[src/rtl/fsm_loop_closer.sv]
// -----------------------------------------------------------------------------
// fsm_loop_closer
// Closes the state feedback loop around a flattened, purely combinational
// two-level FSM netlist (e.g. dk17). The netlist sees {state, in_pi} on
// comb_in and returns {PO, next-state one-hot} on comb_out. This block holds
// the one-hot state register, accepts primary-input vectors over a valid/ready
// handshake and presents the registered primary outputs over a second
// valid/ready handshake.
//
// Ports:
//   clk        rising-edge clock
//   rst        asynchronous active-high reset
//   in_valid   in_pi is valid
//   in_ready   block can accept in_pi this cycle (combinational)
//   in_pi      primary-input vector
//   comb_in    netlist inputs: [NUM_PI-1:0]=in_pi, [NUM_PI+k]=state bit k
//   comb_out   netlist outputs: [NUM_ST-1:0]=next state, upper NUM_PO bits=PO
//   out_valid  out_po holds an unconsumed result
//   out_ready  consumer takes out_po
//   out_po     registered primary outputs
//   state      current one-hot state register
//   err        sticky: netlist returned a non-one-hot next state
//   err_pi     in_pi captured at the error
//   steps      saturating count of legal accepted transitions
// -----------------------------------------------------------------------------
module fsm_loop_closer #(
    parameter int NUM_PI   = 2,
    parameter int NUM_ST   = 8,
    parameter int NUM_PO   = 3,
    parameter int RESET_ST = 0
) (
    input  logic                     clk,
    input  logic                     rst,
    input  logic                     in_valid,
    output logic                     in_ready,
    input  logic [NUM_PI-1:0]        in_pi,
    output logic [NUM_PI+NUM_ST-1:0] comb_in,
    input  logic [NUM_ST+NUM_PO-1:0] comb_out,
    output logic                     out_valid,
    input  logic                     out_ready,
    output logic [NUM_PO-1:0]        out_po,
    output logic [NUM_ST-1:0]        state,
    output logic                     err,
    output logic [NUM_PI-1:0]        err_pi,
    output logic [15:0]              steps
);

    localparam int CNT_W = $clog2(NUM_ST + 1);
    localparam logic [NUM_ST-1:0] RESET_VEC = {{(NUM_ST-1){1'b0}}, 1'b1} << RESET_ST;

    // True when exactly one bit of the candidate next state is set.
    function automatic logic f_is_onehot(input logic [NUM_ST-1:0] v);
        logic [CNT_W-1:0] cnt;
        cnt = '0;
        for (int i = 0; i < NUM_ST; i++) begin
            cnt = cnt + CNT_W'(v[i]);
        end
        return (cnt == CNT_W'(1));
    endfunction

    logic [NUM_ST-1:0] r_state;
    logic              r_out_valid;
    logic [NUM_PO-1:0] r_out_po;
    logic              r_err;
    logic [NUM_PI-1:0] r_err_pi;
    logic [15:0]       r_steps;

    logic              w_accept;
    logic              w_pop;
    logic [NUM_ST-1:0] w_next_st;
    logic [NUM_PO-1:0] w_next_po;
    logic              w_next_ok;

    assign w_next_st = comb_out[NUM_ST-1:0];
    assign w_next_po = comb_out[NUM_ST+NUM_PO-1:NUM_ST];
    assign w_next_ok = f_is_onehot(w_next_st);

    // Once err is set the block never accepts again; a pending result can still drain.
    assign in_ready = !r_err && (!r_out_valid || out_ready);
    assign w_accept = in_valid && in_ready;
    assign w_pop    = r_out_valid && out_ready;

    assign comb_in   = {r_state, in_pi};
    assign state     = r_state;
    assign out_valid = r_out_valid;
    assign out_po    = r_out_po;
    assign err       = r_err;
    assign err_pi    = r_err_pi;
    assign steps     = r_steps;

    // State register, output register, error capture and transition counter.
    always_ff @(posedge clk or posedge rst) begin
        if (rst) begin
            r_state     <= RESET_VEC;
            r_out_valid <= 1'b0;
            r_out_po    <= '0;
            r_err       <= 1'b0;
            r_err_pi    <= '0;
            r_steps     <= 16'd0;
        end else begin
            if (w_accept && w_next_ok) begin
                r_state     <= w_next_st;
                r_out_po    <= w_next_po;
                r_out_valid <= 1'b1;
                if (r_steps != 16'hFFFF) begin
                    r_steps <= r_steps + 16'd1;
                end else begin
                    r_steps <= r_steps;
                end
            end else if (w_accept) begin
                // Illegal next state: hold state, latch the offending input.
                r_err    <= 1'b1;
                r_err_pi <= in_pi;
                if (w_pop) begin
                    r_out_valid <= 1'b0;
                end else begin
                    r_out_valid <= r_out_valid;
                end
            end else if (w_pop) begin
                r_out_valid <= 1'b0;
            end else begin
                r_out_valid <= r_out_valid;
            end
        end
    end

endmodule

[config.mk]
export PLATFORM = sky130hd
export DESIGN_NAME = fsm_loop_closer
export DESIGN_NICKNAME = d
export VERILOG_FILES = /design/src/rtl/fsm_loop_closer.sv
export SDC_FILE = /design/constraint.sdc
export NUM_CORES = 1
export LEC_CHECK = 0
export ABC_CLOCK_PERIOD_IN_PS = 2500
export BUFFER_PORTS_ARGS = -buffer_cell sky130_fd_sc_hd__buf_2
export CAP_MARGIN = 20
export CORE_MARGIN = 5
export CORE_UTILIZATION = 49
export DETAILED_ROUTE_END_ITERATION = 12
export PLACE_DENSITY = 0.81
export REMOVE_ABC_BUFFERS = 1
export SETUP_SLACK_MARGIN = 0.4
export SLEW_MARGIN = 20
export SYNTH_ARGS = -nofsm -noshare
export SYNTH_HDL_FRONTEND = slang
export SYNTH_SLANG_ARGS = --single-unit
[constraint.sdc]
create_clock -name clk -period 2.5 [get_ports clk]
set_clock_uncertainty 0.05 [all_clocks]
set_input_delay 0 -clock clk [delete_from_list [all_inputs] [get_ports clk]]
set_output_delay 0 -clock clk [all_outputs]
set_load 0.05 [all_outputs]
==> metrics.md <==
| Metric | Value |
|---|---|
| Status | `finished with violations` |
| Violated checks | `setup timing` |
| Clock-pin slew on the worst setup and hold paths | `0.10 ns` |
| Slack of the worst reg-to-reg path | `0.26 ns` |
| YS warnings | `0` |
| Die Area | `0.00453 mm²` |
| Starting Density | `51.8%` |
| Worst-Skew Late Latency | `about 0.34 ns` |
| Post-synth cell types | `34` |
| Die H | `67.3 µm` |
| Vias | `1407` |
| Initial detailed-routing violation count | `84` |
| Power per cell area | `909 mW/mm²` |
| Placed wire-length estimate after detailed placement | `2.55 mm` |
| Worst min-delay path startpoint | `in_valid` |
| Post-placement cell area | `around 0.0019 mm²` |
| CTS Root Cell | `clkbuf_4` |
| Crit. End Element | `register` |
| Register-to-Register Path Depth | `5` |
| RSZ-0062 raised after global routing | `yes` |
| First-pass GRT wire length | `around 6.9 mm` |
| Antenna Cells | `0` |
| Final worst path period need | `3.11 ns` |
| R2r startpoint | `steps[1]` |
| CTS Buffer Depth | `2` |
| Highest Clock Rate | `322 MHz` |
| Fin. Hold Viols | `0` |
| Post-synth design cell area | `roughly 0.0016 mm²` |
| Required @ worst endpoint | `approximately 2.7 ns` |
| Nets | `261` |
| Met1 usage | `between 20% and 30%` |
| WP data arrival | `3.30 ns` |
| Commonest non-fill, non-tap cell in the layout | `buf_2` |
| Die Wd | `67.3 µm` |
| Routed length per instance | `14.5 µm` |
| Crit path max fanout | `6` |
| GRT Max-Usage Layer | `met2` |
| Largest net degree at the start of global routing | `25` |
| Num rows | `20` |
| Startpoint Class | `input pin` |
| Fin util | `between 70% and 80%` |
| H-tree level count | `2` |
| Setup violations, final | `31` |
| Synthesis-to-layout area growth | `43.7%` |
| Worst Max-Slew Pin Slew | `0.884 ns` |
| Gr usage total | `20.7%` |
| Fillers | `249` |
| Critical path type | `in2reg` |
| Layout cell share with drive strength beyond 1 | `45.3%` |
| VDD IR max | `0.698 mV` |
| Flop and latch count out of synthesis | `31` |
| CTS tree | `built` |
| Final worst slack | `-0.610 ns` |
| Number of global-route vias before repair | `1504` |
| Antenna violations before repair | `0` |
| Max stage delay on crit path | `~0.55 ns` |
| Remaining DRCs | `0` |
| Clk sinks | `31` |
| Gpl congestion | `0.827` |
| WHS Path Cells | `5` |
| HP Class | `in2reg` |
| Met3 usage | `5.82%` |
| Mean area per synthesized cell | `around 10 µm²` |
| Slew headroom | `41.0%` |
| Fin area | `0.00231 mm²` |
| Gr ovfl total | `0` |
| Final WL | `4.07 mm` |
| Crit-path cells | `buf_6 > inv_4 > fa_1 > fa_1 > fa_1 > inv_1 > ha_2 > inv_2 > fa_2 > o211ai_1 > a21oi_4 > buf_6 > nand3_4 > mux2_4` |
| Num CTS Buffers | `5` |
| I/O pins | `59` |
| Mapped Cells | `roughly 160` |
| Final Slew Violations | `0` |
| Core footprint | `0.00310 mm²` |
| Grt met2 use | `between 30% and 40%` |
| Commonest non-fill, non-tap cells in the layout | `buf_2 (56), dfrtp_1 (30), nand2_1 (24), dlygate4sd3_1 (15), inv_1 (11)` |
| DR vias/cell | `5.03` |
| Max Cap Violations | `0` |
| Most used cell along the critical path | `fa_1` |
| Sequential area share after synthesis | `48.3%` |
| I/O Buffers | `58` |
| Leakage | `approximately 1.2 nW` |
| Crit-path slowest cell | `fa_1` |
| First-pass detailed-route iteration total | `4` |
| Crit path from | `comb_out[0]` |
| Final period utilization | `124%` |
| Antenna viol nets, final | `0` |
metrics by stage:
stage	hold slack [ns]	power, mW	instances	worst slack [ns]	TNS (ns)
floorplan	-0.0500	1.44	146	-0.804	-21.74
global placement	0.146	1.68	253	-0.937	-25.89
detailed placement	0.152	1.70	253	-1.07	-29.37
CTS	0.292	2.09	279	-0.526	-13.97
global route	0.333	2.21	280	-0.700	-19.35
finish	0.323	2.10	280	-0.610	-15.76
state kept, by name, summed over array words and instances (netlist names):
name	count
err	1
err_pi	2
out_po	3
out_valid	1
state	8
steps	16
power breakdown:
part,internal [mW],leakage (nW),switching (mW)
clock network,0.130,0.0341,0.168
logic,0.302,0.809,0.810
registers,0.608,0.405,0.0823
total,1.04,1.25,1.06
worst paths after layout:
path	end
max	steps[1]
min	steps[5]
max reg2reg	steps[1]
min reg2reg	out_po[1]
max in group asynchronous	err
min in group asynchronous	steps[2]
worst max-delay path, delay by kind of cell:
family / cells / cell delay [ns]
AO/OA/AOI/OAI: 2 / 0.34
multiplexers: 1 / 0.34
AND/OR/NAND/NOR: 1 / 0.15
adder cells (fa/ha/maj): 5 / 2.11
buffers and inverters: 5 / 0.37
cell type report:
class,instances,area (µm²),share of cell area (%)
well taps,44,55.1,2.38
multi-input cells,101,778,33.7
repair buffers,82,584,25.3
flip-flops and latches,31,777,33.6
clock inverters,1,5.00,0.217
inverters,15,58.8,2.55
clock buffers,6,51.3,2.22
layer usage:
| layer | vias to the layer above | part of all wire, % |
|---|---|---|
| li1 | 661 | - |
| met1 | 692 | 40 |
| met2 | 44 | 52 |
| met3 | 10 | 5.6 |
| met4 | 0 | 2.0 |
| met5 | - | 0 |
synth_stat cells:
library cell,number,area (µm²)
fa_1,4,80.1
nand4b_1,1,8.76
buf_2,1,5.00
nor2b_1,2,12.5
ha_1,4,50.1
or2b_2,1,8.76
nor2_1,7,26.3
and3_2,1,7.51
nor3_1,4,20.0
inv_1,15,56.3
and3b_1,1,8.76
dfrtp_1,30,751
dfstp_2,1,26.3
nand3_1,7,35.0
a211o_2,1,10.0
or4_1,1,7.51
o21ai_0,7,35.0
o211ai_1,1,7.51
nand4_1,6,37.5
buf_4,10,75.1
nand3_2,1,10.0
and3_1,1,6.26
nand3b_1,1,7.51
or2_2,2,12.5
xnor2_1,6,52.6
and2_1,1,6.26
a21oi_2,1,8.76
nor2_2,1,6.26
xor2_1,9,78.8
nand2_1,26,97.6
buf_6,1,11.3
mux2_4,1,15.0
clkbuf_1,1,3.75
mux2_2,2,22.5
timing repair:
| action | 4_1_cts | 5_1_grt |
|---|---|---|
| pin swaps | 14 | 11 |
| setup endpoints to repair | 31 | 31 |
| hold endpoints to repair | 36 | 0 |
| resized for setup | 31 | 9 |
| cloned | 3 | 0 |
| hold buffers | 15 | 0 |
| setup buffers | 1 | 1 |
logic make-up (layout without fill, tap and decap cells):
group,count (synthesis),after routing,share of synthesized area [%]
and+or+nand+nor,64,65,19.8
DFF,31,31,48.3
adders and majority gates,8,8,8.09
AOI/OAI and AO/OA,10,10,3.81
muxes,3,3,2.33
xor gates and xnor gates,15,15,8.17
buffers and inverters,28,104,9.42
Power figures use the tool's default switching activity.
